`src/rtl/seq_tx.sv`:
```
// seq_tx: serial pattern transmitter for the overlapping run detector.
// Loads a parallel word and shifts it out MSB first, one bit per clock.
// Alongside each bit it produces run_flag, which is the result a correct
// overlapping RUN_LEN-run detector must give for the same stream.
// Optional feature macro: SEQ_TX_PARITY_EN adds an even-parity bit to
// the end of every frame.
//
// Handshake: a load is accepted on a rising edge where load=1 and
// ready=1. ready is a registered output. It is high in IDLE and on the
// last bit of a frame, and low otherwise. A load that arrives while
// ready=0 is dropped and is not queued.
module seq_tx #(
  parameter int WIDTH   = 8,
  parameter int RUN_LEN = 3
) (
  input  logic             clk,
  input  logic             reset,
  input  logic [WIDTH-1:0] data_in,
  input  logic             load,
  output logic             ready,
  output logic             out,
  output logic             out_valid,
  output logic             run_flag,
  output logic             done,
  output logic             o_dbg_state
);

`ifdef SEQ_TX_PARITY_EN
  localparam int FRAME = WIDTH + 1;
`else
  localparam int FRAME = WIDTH;
`endif
  localparam int CW = (FRAME > 1) ? $clog2(FRAME) : 1;
  localparam int RW = $clog2(RUN_LEN + 1);
  localparam logic [CW-1:0] LAST = CW'(FRAME - 1);
  localparam logic [RW-1:0] RMAX = RW'(RUN_LEN);

  typedef enum logic {IDLE = 1'b0, SHIFT = 1'b1} state_t;

  state_t          r_state;
  logic [FRAME-1:0] r_shift;
  logic [CW-1:0]   r_cnt;
  logic [RW-1:0]   r_run;
  logic            r_out, r_valid, r_flag, r_done, r_ready;

  state_t          w_state_nxt;
  logic [FRAME-1:0] w_shift_nxt;
  logic [CW-1:0]   w_cnt_nxt;
  logic [RW-1:0]   w_run_nxt;
  logic            w_out_nxt, w_valid_nxt, w_flag_nxt, w_done_nxt, w_ready_nxt;
  logic [FRAME-1:0] w_frame;
  logic            w_accept, w_last, w_have, w_bit;

`ifdef SEQ_TX_PARITY_EN
  assign w_frame = {data_in, ^data_in};
`else
  assign w_frame = data_in;
`endif

  assign w_accept = load && r_ready;
  assign w_last   = (r_state == SHIFT) && (r_cnt == LAST);

  // Next-state and next-output logic. All outputs are computed one cycle
  // ahead so that the port values come straight from registers.
  always_comb begin
    w_state_nxt = r_state;
    w_shift_nxt = r_shift;
    w_cnt_nxt   = r_cnt;
    w_have      = 1'b0;
    w_bit       = 1'b0;
    w_run_nxt   = '0;
    w_out_nxt   = 1'b0;
    w_valid_nxt = 1'b0;
    w_flag_nxt  = 1'b0;
    w_done_nxt  = 1'b0;
    w_ready_nxt = 1'b1;

    if (w_accept) begin
      // New frame from IDLE, or back-to-back on the last bit.
      w_state_nxt = SHIFT;
      w_bit       = w_frame[FRAME-1];
      w_shift_nxt = w_frame << 1;
      w_cnt_nxt   = '0;
      w_have      = 1'b1;
    end else if ((r_state == SHIFT) && !w_last) begin
      w_bit       = r_shift[FRAME-1];
      w_shift_nxt = r_shift << 1;
      w_cnt_nxt   = r_cnt + CW'(1);
      w_have      = 1'b1;
    end else begin
      w_state_nxt = IDLE;
      w_shift_nxt = '0;
      w_cnt_nxt   = '0;
    end

    if (w_have) begin
      w_out_nxt   = w_bit;
      w_valid_nxt = 1'b1;
      // Run history carries across a back-to-back boundary because r_valid
      // is still high. After IDLE, r_valid=0 restarts the count at 1.
      if (r_valid && (w_bit == r_out))
        w_run_nxt = (r_run == RMAX) ? RMAX : r_run + RW'(1);
      else
        w_run_nxt = RW'(1);
      w_flag_nxt  = (w_run_nxt == RMAX);
      w_done_nxt  = (w_cnt_nxt == LAST);
      w_ready_nxt = (w_cnt_nxt == LAST);
    end
  end

  // State and output registers, with asynchronous active-low clear.
  always_ff @(posedge clk or negedge reset) begin
    if (!reset) begin
      r_state <= IDLE;
      r_shift <= '0;
      r_cnt   <= '0;
      r_run   <= '0;
      r_out   <= 1'b0;
      r_valid <= 1'b0;
      r_flag  <= 1'b0;
      r_done  <= 1'b0;
      r_ready <= 1'b1;
    end else begin
      r_state <= w_state_nxt;
      r_shift <= w_shift_nxt;
      r_cnt   <= w_cnt_nxt;
      r_run   <= w_run_nxt;
      r_out   <= w_out_nxt;
      r_valid <= w_valid_nxt;
      r_flag  <= w_flag_nxt;
      r_done  <= w_done_nxt;
      r_ready <= w_ready_nxt;
    end
  end

  assign ready       = r_ready;
  assign out         = r_out;
  assign out_valid   = r_valid;
  assign run_flag    = r_flag;
  assign done        = r_done;
  assign o_dbg_state = r_state;

endmodule

```
`config.mk`:
```
export PLATFORM = sky130hd
export DESIGN_NAME = seq_tx
export DESIGN_NICKNAME = d
export VERILOG_FILES = /design/src/rtl/seq_tx.sv
export SDC_FILE = /design/constraint.sdc
export NUM_CORES = 1
export LEC_CHECK = 0
export ABC_CLOCK_PERIOD_IN_PS = 1900
export CAP_MARGIN = 20
export CORE_UTILIZATION = 45
export CTS_CLUSTER_DIAMETER = 120
export DETAILED_ROUTE_END_ITERATION = 12
export PLACE_DENSITY = 0.72
export SYNTH_ARGS = -nofsm -noshare
export SYNTH_HDL_FRONTEND = slang
export SYNTH_SLANG_ARGS = --single-unit
```
`constraint.sdc`:
```
create_clock -name clk -period 1.9 [get_ports clk]
set_clock_uncertainty 0.1 [all_clocks]
set_input_delay 0.19 -clock clk [delete_from_list [all_inputs] [get_ports clk]]
set_output_delay 0.19 -clock clk [all_outputs]
set_load 0.02 [all_outputs]
```
==> run summary <==
RUN STATUS
------------------------------------------------------------------------------
Outcome                                                           finished, final reports clean

FINAL LAYOUT
------------------------------------------------------------------------------
Nets                                                                        94
Fillers                                                                    126
Area used by multi-input combinational logic                          264 um^2
Share of post-route cells with drive strength above 1                    0.125
Post-layout instance count excluding filler cells                           96
Synthesis-to-layout area growth                                          27.9%
Sequential cell area in the final layout                              452 um^2
Commonest non-fill, non-tap cell in the layout                         dfrtp_1
Most frequent cells in the layout                                 17 x dfrtp_1, 16 x clkdlybuf4s50_1, 6 x a22o_1
Antenna cell count                                                           0

TIMING
------------------------------------------------------------------------------
Count of final hold-check violations                                         0
Number of failing setup endpoints in the final timing report                 0
Worst Slack Setup Final                                                 143 ps
Worst relative slew slack                                                0.768
Achievable clock frequency                                             569 MHz
Fin Setup TNS                                                             0 ps
Hold Slack                                                             57.7 ps
Final number of max-transition violations                                    0
Fraction of the cycle the final worst path needs                         0.925
Post-layout min period                                                 1760 ps
RSZ-0062 raised after global routing                                        no
Worst slew pin tran                                                     348 ps

CLOCKING
------------------------------------------------------------------------------
Worst skew pair latency                                                 290 ps
Number of CTS-inserted buffers                                               3
Buffer type at the clock tree root                                    clkbuf_4
TritonCTS clock tree                                                       yes
Clock transition at path regs                                           100 ps
Largest buffer count on any clock path                                       2
Hold buffer count at cts                                                     0
Sink Count                                                                  18
Maximum level of the CTS H-tree                                              1
Total setup buffers inserted after CTS                                       0
Resize count post-CTS                                                        0

FLOORPLAN
------------------------------------------------------------------------------
Core Footprint                                                       1520 um^2
Number of ports placed on the die boundary                                  17
Number of rows in the core area                                             14
Effective utilization at floorplan                                       0.492
Die footprint                                                        1830 um^2
Die span in x                                                          42.8 um
Die height                                                             42.8 um

SYNTH
------------------------------------------------------------------------------
Mapped Nets                                                                 73
Post-synth top flop                                                    dfrtp_1
Cell area after synthesis                                             749 um^2
Synthesized netlist cell count                                              60
Flop and latch count out of synthesis                                       18
Fraction of registers with async set or reset after synthesis             1.00
Synth unique cells                                                          21
Average cell area after synthesis                                    12.5 um^2
Number of flops mapped to enable cells by yosys                              0
Sequential cell area fraction in the yosys report                        0.603
Yosys warning count                                                          0

ROUTING
------------------------------------------------------------------------------
WL per Instance                                                        12.9 um
First-iteration detailed-routing DRC count                                  13
Vias per cell                                                             5.19
Number of iterations in the first detailed-routing pass                      3
Vias                                                                       498
Post-route DRC                                                               0
Number of nets with antenna violations after routing                         0
Total length of routed wires                                           1.24 mm

WORST SETUP PATH
------------------------------------------------------------------------------
Logic depth of the worst setup path including buffers                        1
CP Launch Type                                                            flop
Series of cell instances along the critical path                  clkdlybuf4s50_1
Crit end category                                                  output port
Crit path arrival time                                                 1470 ps
Maximum fanout count along the critical path                                 5
R2R setup slack                                                         290 ps
Worst Path Class, Setup                                           flop to output port
Worst Reg-to-Reg Cells                                                       5
Largest incremental delay on the critical path                          610 ps
Required time reported for the critical path endpoint                  1610 ps
Gate family responsible for the most delay along the worst path   buffers and inverters
Sum of buffers and inverters on the critical path                            1
Slowest stage cell, crit path                                     clkdlybuf4s50_1

PLACEMENT
------------------------------------------------------------------------------
Pre-CTS setup slack                                                     294 ps
Hpwl dp                                                                 956 um
Placed cells                                                                92
Routability congestion estimate from global placement                    0.720
# port buffers                                                              16

JOB
------------------------------------------------------------------------------
Number of maximum-capacitance constraint violations                          0

POWER
------------------------------------------------------------------------------
Post-layout total power                                                1420 uW
Power per Cell Area                                               1480 nW/um^2
Leakage power summed over all cells                                0.000466 uW
VDD IR-drop max                                                         752 uV

GLOBAL ROUTE
------------------------------------------------------------------------------
All-layer global routing usage                                           0.159
Global-route met3 utilization                                           0.0511
Global routing's busiest layer                                            met2
Via count of the first global-routing pass                                 481
Global-route met2 utilization                                            0.242
Global-route met1 utilization                                            0.223
Overflow left after global routing                                           0
First-pass GRT wire length                                             2.13 mm
Maximum number of pins on one net before global-route repair                12
Antenna violations before repair                                             0

MIN PATH
------------------------------------------------------------------------------
Min-delay worst type                                              input port to asynchronous set/reset pin

final timing paths:
| kind | from | to |
|---|---|---|
| min in group clk | r_cnt[0] | r_cnt[0] |
| max reg2reg | r_cnt[0] | r_run[1] |
| max | ready | ready |
| min | reset | r_cnt[2] |
| max in group asynchronous | reset | r_shift[6] |
| min reg2reg | r_cnt[0] | r_cnt[0] |
synthesized netlist by cell type, types with 2 or more instances:
library cell  instances  share of area
a211oi_1              3          0.030
a21o_1                2          0.020
a22o_1                6          0.070
and3_1                4          0.033
dfrtp_1              17           0.57
ha_1                  2          0.033
inv_1                 5          0.025
nand2_1               2          0.010
nand3b_1              2          0.020
nor2_1                5          0.025
xnor2_1               2          0.023
worst register-to-register path, cell delays in order (launching register included):
cell,delay [ps]
dfrtp_1,400
ha_1,200
ha_1,180
and2b_1,280
nand3_1,120
a211oi_1,230
per-layer routing:
| metal | routed length [um] | up-vias |
|---|---|---|
| met5 | 0 | - |
| met4 | 0 | 0 |
| met3 | 53 | 0 |
| met2 | 585 | 12 |
| met1 | 604 | 235 |
| li1 | - | 251 |
sequential cells by signal (all words and copies together), names as in the netlist:
| signal | flops |
|---|---|
| out_valid | 1 |
| run_flag | 1 |
| done | 1 |
| r_run | 2 |
| o_dbg_state | 1 |
| ready | 1 |
| out | 1 |
| r_cnt | 3 |
| r_shift | 7 |
logic make-up after synthesis:
family                   count (synthesis)  synth area share
buffers and inverters                    6            0.0451
adder cells (fa/ha/maj)                  2            0.0334
XOR/XNOR                                 2            0.0234
AND/OR/NAND/NOR                         19             0.149
AO/OA/AOI/OAI                           13             0.147
flip-flops                              18             0.603
stage by stage:
stage | util | area (um^2)
3_3_place_gp | 0.605 | 922
4_1_cts | 0.629 | 958
3_5_place_dp | 0.605 | 922
5_1_grt | 0.629 | 958
2_1_floorplan | - | 749
6_report | 0.629 | 958
power breakdown:
part	switching (uW)	internal, uW
clock network	116	117
logic	276	287
registers	95.2	532
total	487	936
area by class of cell:
cell class                 instances  share of cell area
sequential                        18               0.471
multi-input combinational         36               0.275
timing repair buffer              17               0.175
clock buffer                       4              0.0379
tap                               16              0.0209
inverter                           5              0.0196
Power figures use the tool's default switching activity.
==> RTL change, RTL diff (same settings) <==
`WIDTH`: 8 -> 16.
--- a/src/rtl/seq_tx.sv
+++ b/src/rtl/seq_tx.sv
@@ -11,5 +11,5 @@
 // ready=0 is dropped and is not queued.
 module seq_tx #(
-  parameter int WIDTH   = 8,
+  parameter int WIDTH   = 16,
   parameter int RUN_LEN = 3
 ) (
Ports: changed (resized data_in); port bits go from 17 to 25. The function was not compared with the original's and may differ.
==> RTL change against the unedited design <==
- synthesized area is 48% higher
- sequential power increased by 41%
- routed wire length increased by 65%
- total power is 21% higher
- sequential cell count increased by 9
- non-clock buffer count increased by 12
- worst setup slack got worse by 23 ps
- die area is 45% higher
- maximum frequency decreased by 1.3%
- global-route usage is 1.7 points higher
- cell area up 47%
- combinational power up 5.5%
- critical path type unchanged
- largest cell class unchanged
==> RTL change: results (changes against the unedited design) <==
{| class="wikitable"
! Metric !! Value
|-
| Top post-synthesis cells by area || sky130_fd_sc_hd__dfrtp_1 (59%), sky130_fd_sc_hd__nand2_1 (12%), sky130_fd_sc_hd__o21ai_0 (6.3%)
|-
| Post-route worst hold slack || 117.5 ps (+59.80 ps)
|-
| Weighted congestion reported at the end of routability-driven placement || 0.7890 (+9.6%)
|-
| Result of the run || finished clean
|-
| # Max-Cap Violations || 0 (unchanged)
|-
| Compound-gate portion of the synthesized area || 9.718% (-5.0 points)
|-
| Post-Route WL || 2045 um (+65%)
|-
| Htree depth || 1 (unchanged)
|-
| Sequential-to-total area share from yosys stat || 61.13% (+0.86 points)
|-
| Placed wire-length estimate || 1442 um (+51%)
|-
| Internal cell power || 1154 uW (+23%)
|-
| Synth unique cells || 27 (+29%)
|-
| Clock transition at the registers of the reported paths || 140 ps (+40 ps)
|-
| Reg-to-reg endpoint || r_shift[14]
|-
| Leakage power summed over all cells || 0.0006390 uW (+37%)
|-
| Wire length of the first global-routing pass || 3374 um (+59%)
|-
| Xor/xnor share of the synthesized area || 2.373% (+0.036 points)
|-
| Pin count of the biggest net entering global routing || 28 (+16)
|-
| Post-Synth Adder-Cell Area || 2.034% (-1.3 points)
|-
| CP arrival || 1490 ps (+20 ps)
|-
| Via-to-Cell Ratio || 5.178 (-0.18%)
|-
| Setup slack, reg-to-reg || 240 ps (-50 ps)
|-
| Violation count after the first detailed-routing iteration || 20 (+7)
|-
| Synth top cells by count || sky130_fd_sc_hd__nand2_1 (35), sky130_fd_sc_hd__dfrtp_1 (26), sky130_fd_sc_hd__o21ai_0 (14), sky130_fd_sc_hd__and3_1 (3), sky130_fd_sc_hd__buf_2 (3)
|-
| Worst IR Drop VDD || 0.8130 mV (+8.1%)
|-
| Number of post-CTS setup repair buffers || 0 (unchanged)
|-
| Slew at the pin closest to its max-slew limit || 334.9 ps (-12.64 ps)
|-
| Average detailed-routed wire length per instance || 12.55 um (-3.0%)
|-
| Fin nets || 156 (+66%)
|-
| Syn Nets || 127 (+74%)
|-
| Clock insertion delay at the later pin of the skew report || 320 ps (+30 ps)
|-
| Fillcell total || 196 (+56%)
|-
| Proportion of layout cells with a drive suffix above 1 || 8.889% (-3.6 points)
|-
| TritonRoute pass-1 iters || 4 (+1)
|-
| Registers with the most flip-flops || r_shift: 15 flops, r_cnt: 4 flops, r_run: 2 flops
|}
## RTL change: layout make-up
type                            count  area, um2  area share [%]
Sequential cell                    27      676.9           47.92
Multi-Input combinational cell     74      392.9           27.81
Timing Repair Buffer               29      277.8           19.66
Tap cell                           28      35.03           2.480
Clock buffer                        4      26.28           1.860
Inverter                            1      3.754          0.2657
## RTL change: through the flow
stage	util [%]	instance area, um2	worst slack [ps]
2_1_floorplan	-	1107	445.1
5_1_grt	62.07	1413	63.63
4_1_cts	62.07	1413	105.6
3_5_place_dp	60.91	1386	282.5
3_3_place_gp	60.91	1386	331.1
6_report	62.07	1413	120.2
## RTL change: worst max-delay path by stage
stage / from / to / slack, ps / cells past startpoint
after floorplan: r_cnt[0] / ready / 450 / 5
after global placement: load / done / 330 / 5
after detailed placement: r_cnt[0] / r_shift[10] / 280 / 5
after CTS: ready / ready / 110 / 1
after global routing: ready / ready / 60 / 1
final: ready / ready / 120 / 1
## RTL change: cells by family after synthesis
| logic type | count (synthesis) |
|---|---|
| and+or+nand+nor | 49 |
| DFF | 27 |
| AOI/OAI and AO/OA | 19 |
| buffers and inverters | 6 |
| xor gates and xnor gates | 3 |
| adders and majority gates | 2 |
| muxes | 1 |
## RTL change: power by group through the flow
| stage | combinational (uW) | clock (uW) | sequential (uW) |
|---|---|---|---|
| final | 594 | 243 | 886 |
| after global routing | 656 | 278 | 908 |
| after CTS | 599 | 252 | 884 |
| after detailed placement | 598 | 0 | 895 |
| after global placement | 578 | 0 | 885 |
| after floorplan | 375 | 0 | 905 |
## RTL change: per-layer routing
layer | global-route usage [%] | vias up | part of all wire [%]
met5 | 0 | - | 0
met4 | 8.108 | 0 | 0.64
met3 | 4.678 | 2 | 4.4
met2 | 28.14 | 22 | 46
met1 | 22.31 | 409 | 49
li1 | - | 411 | -
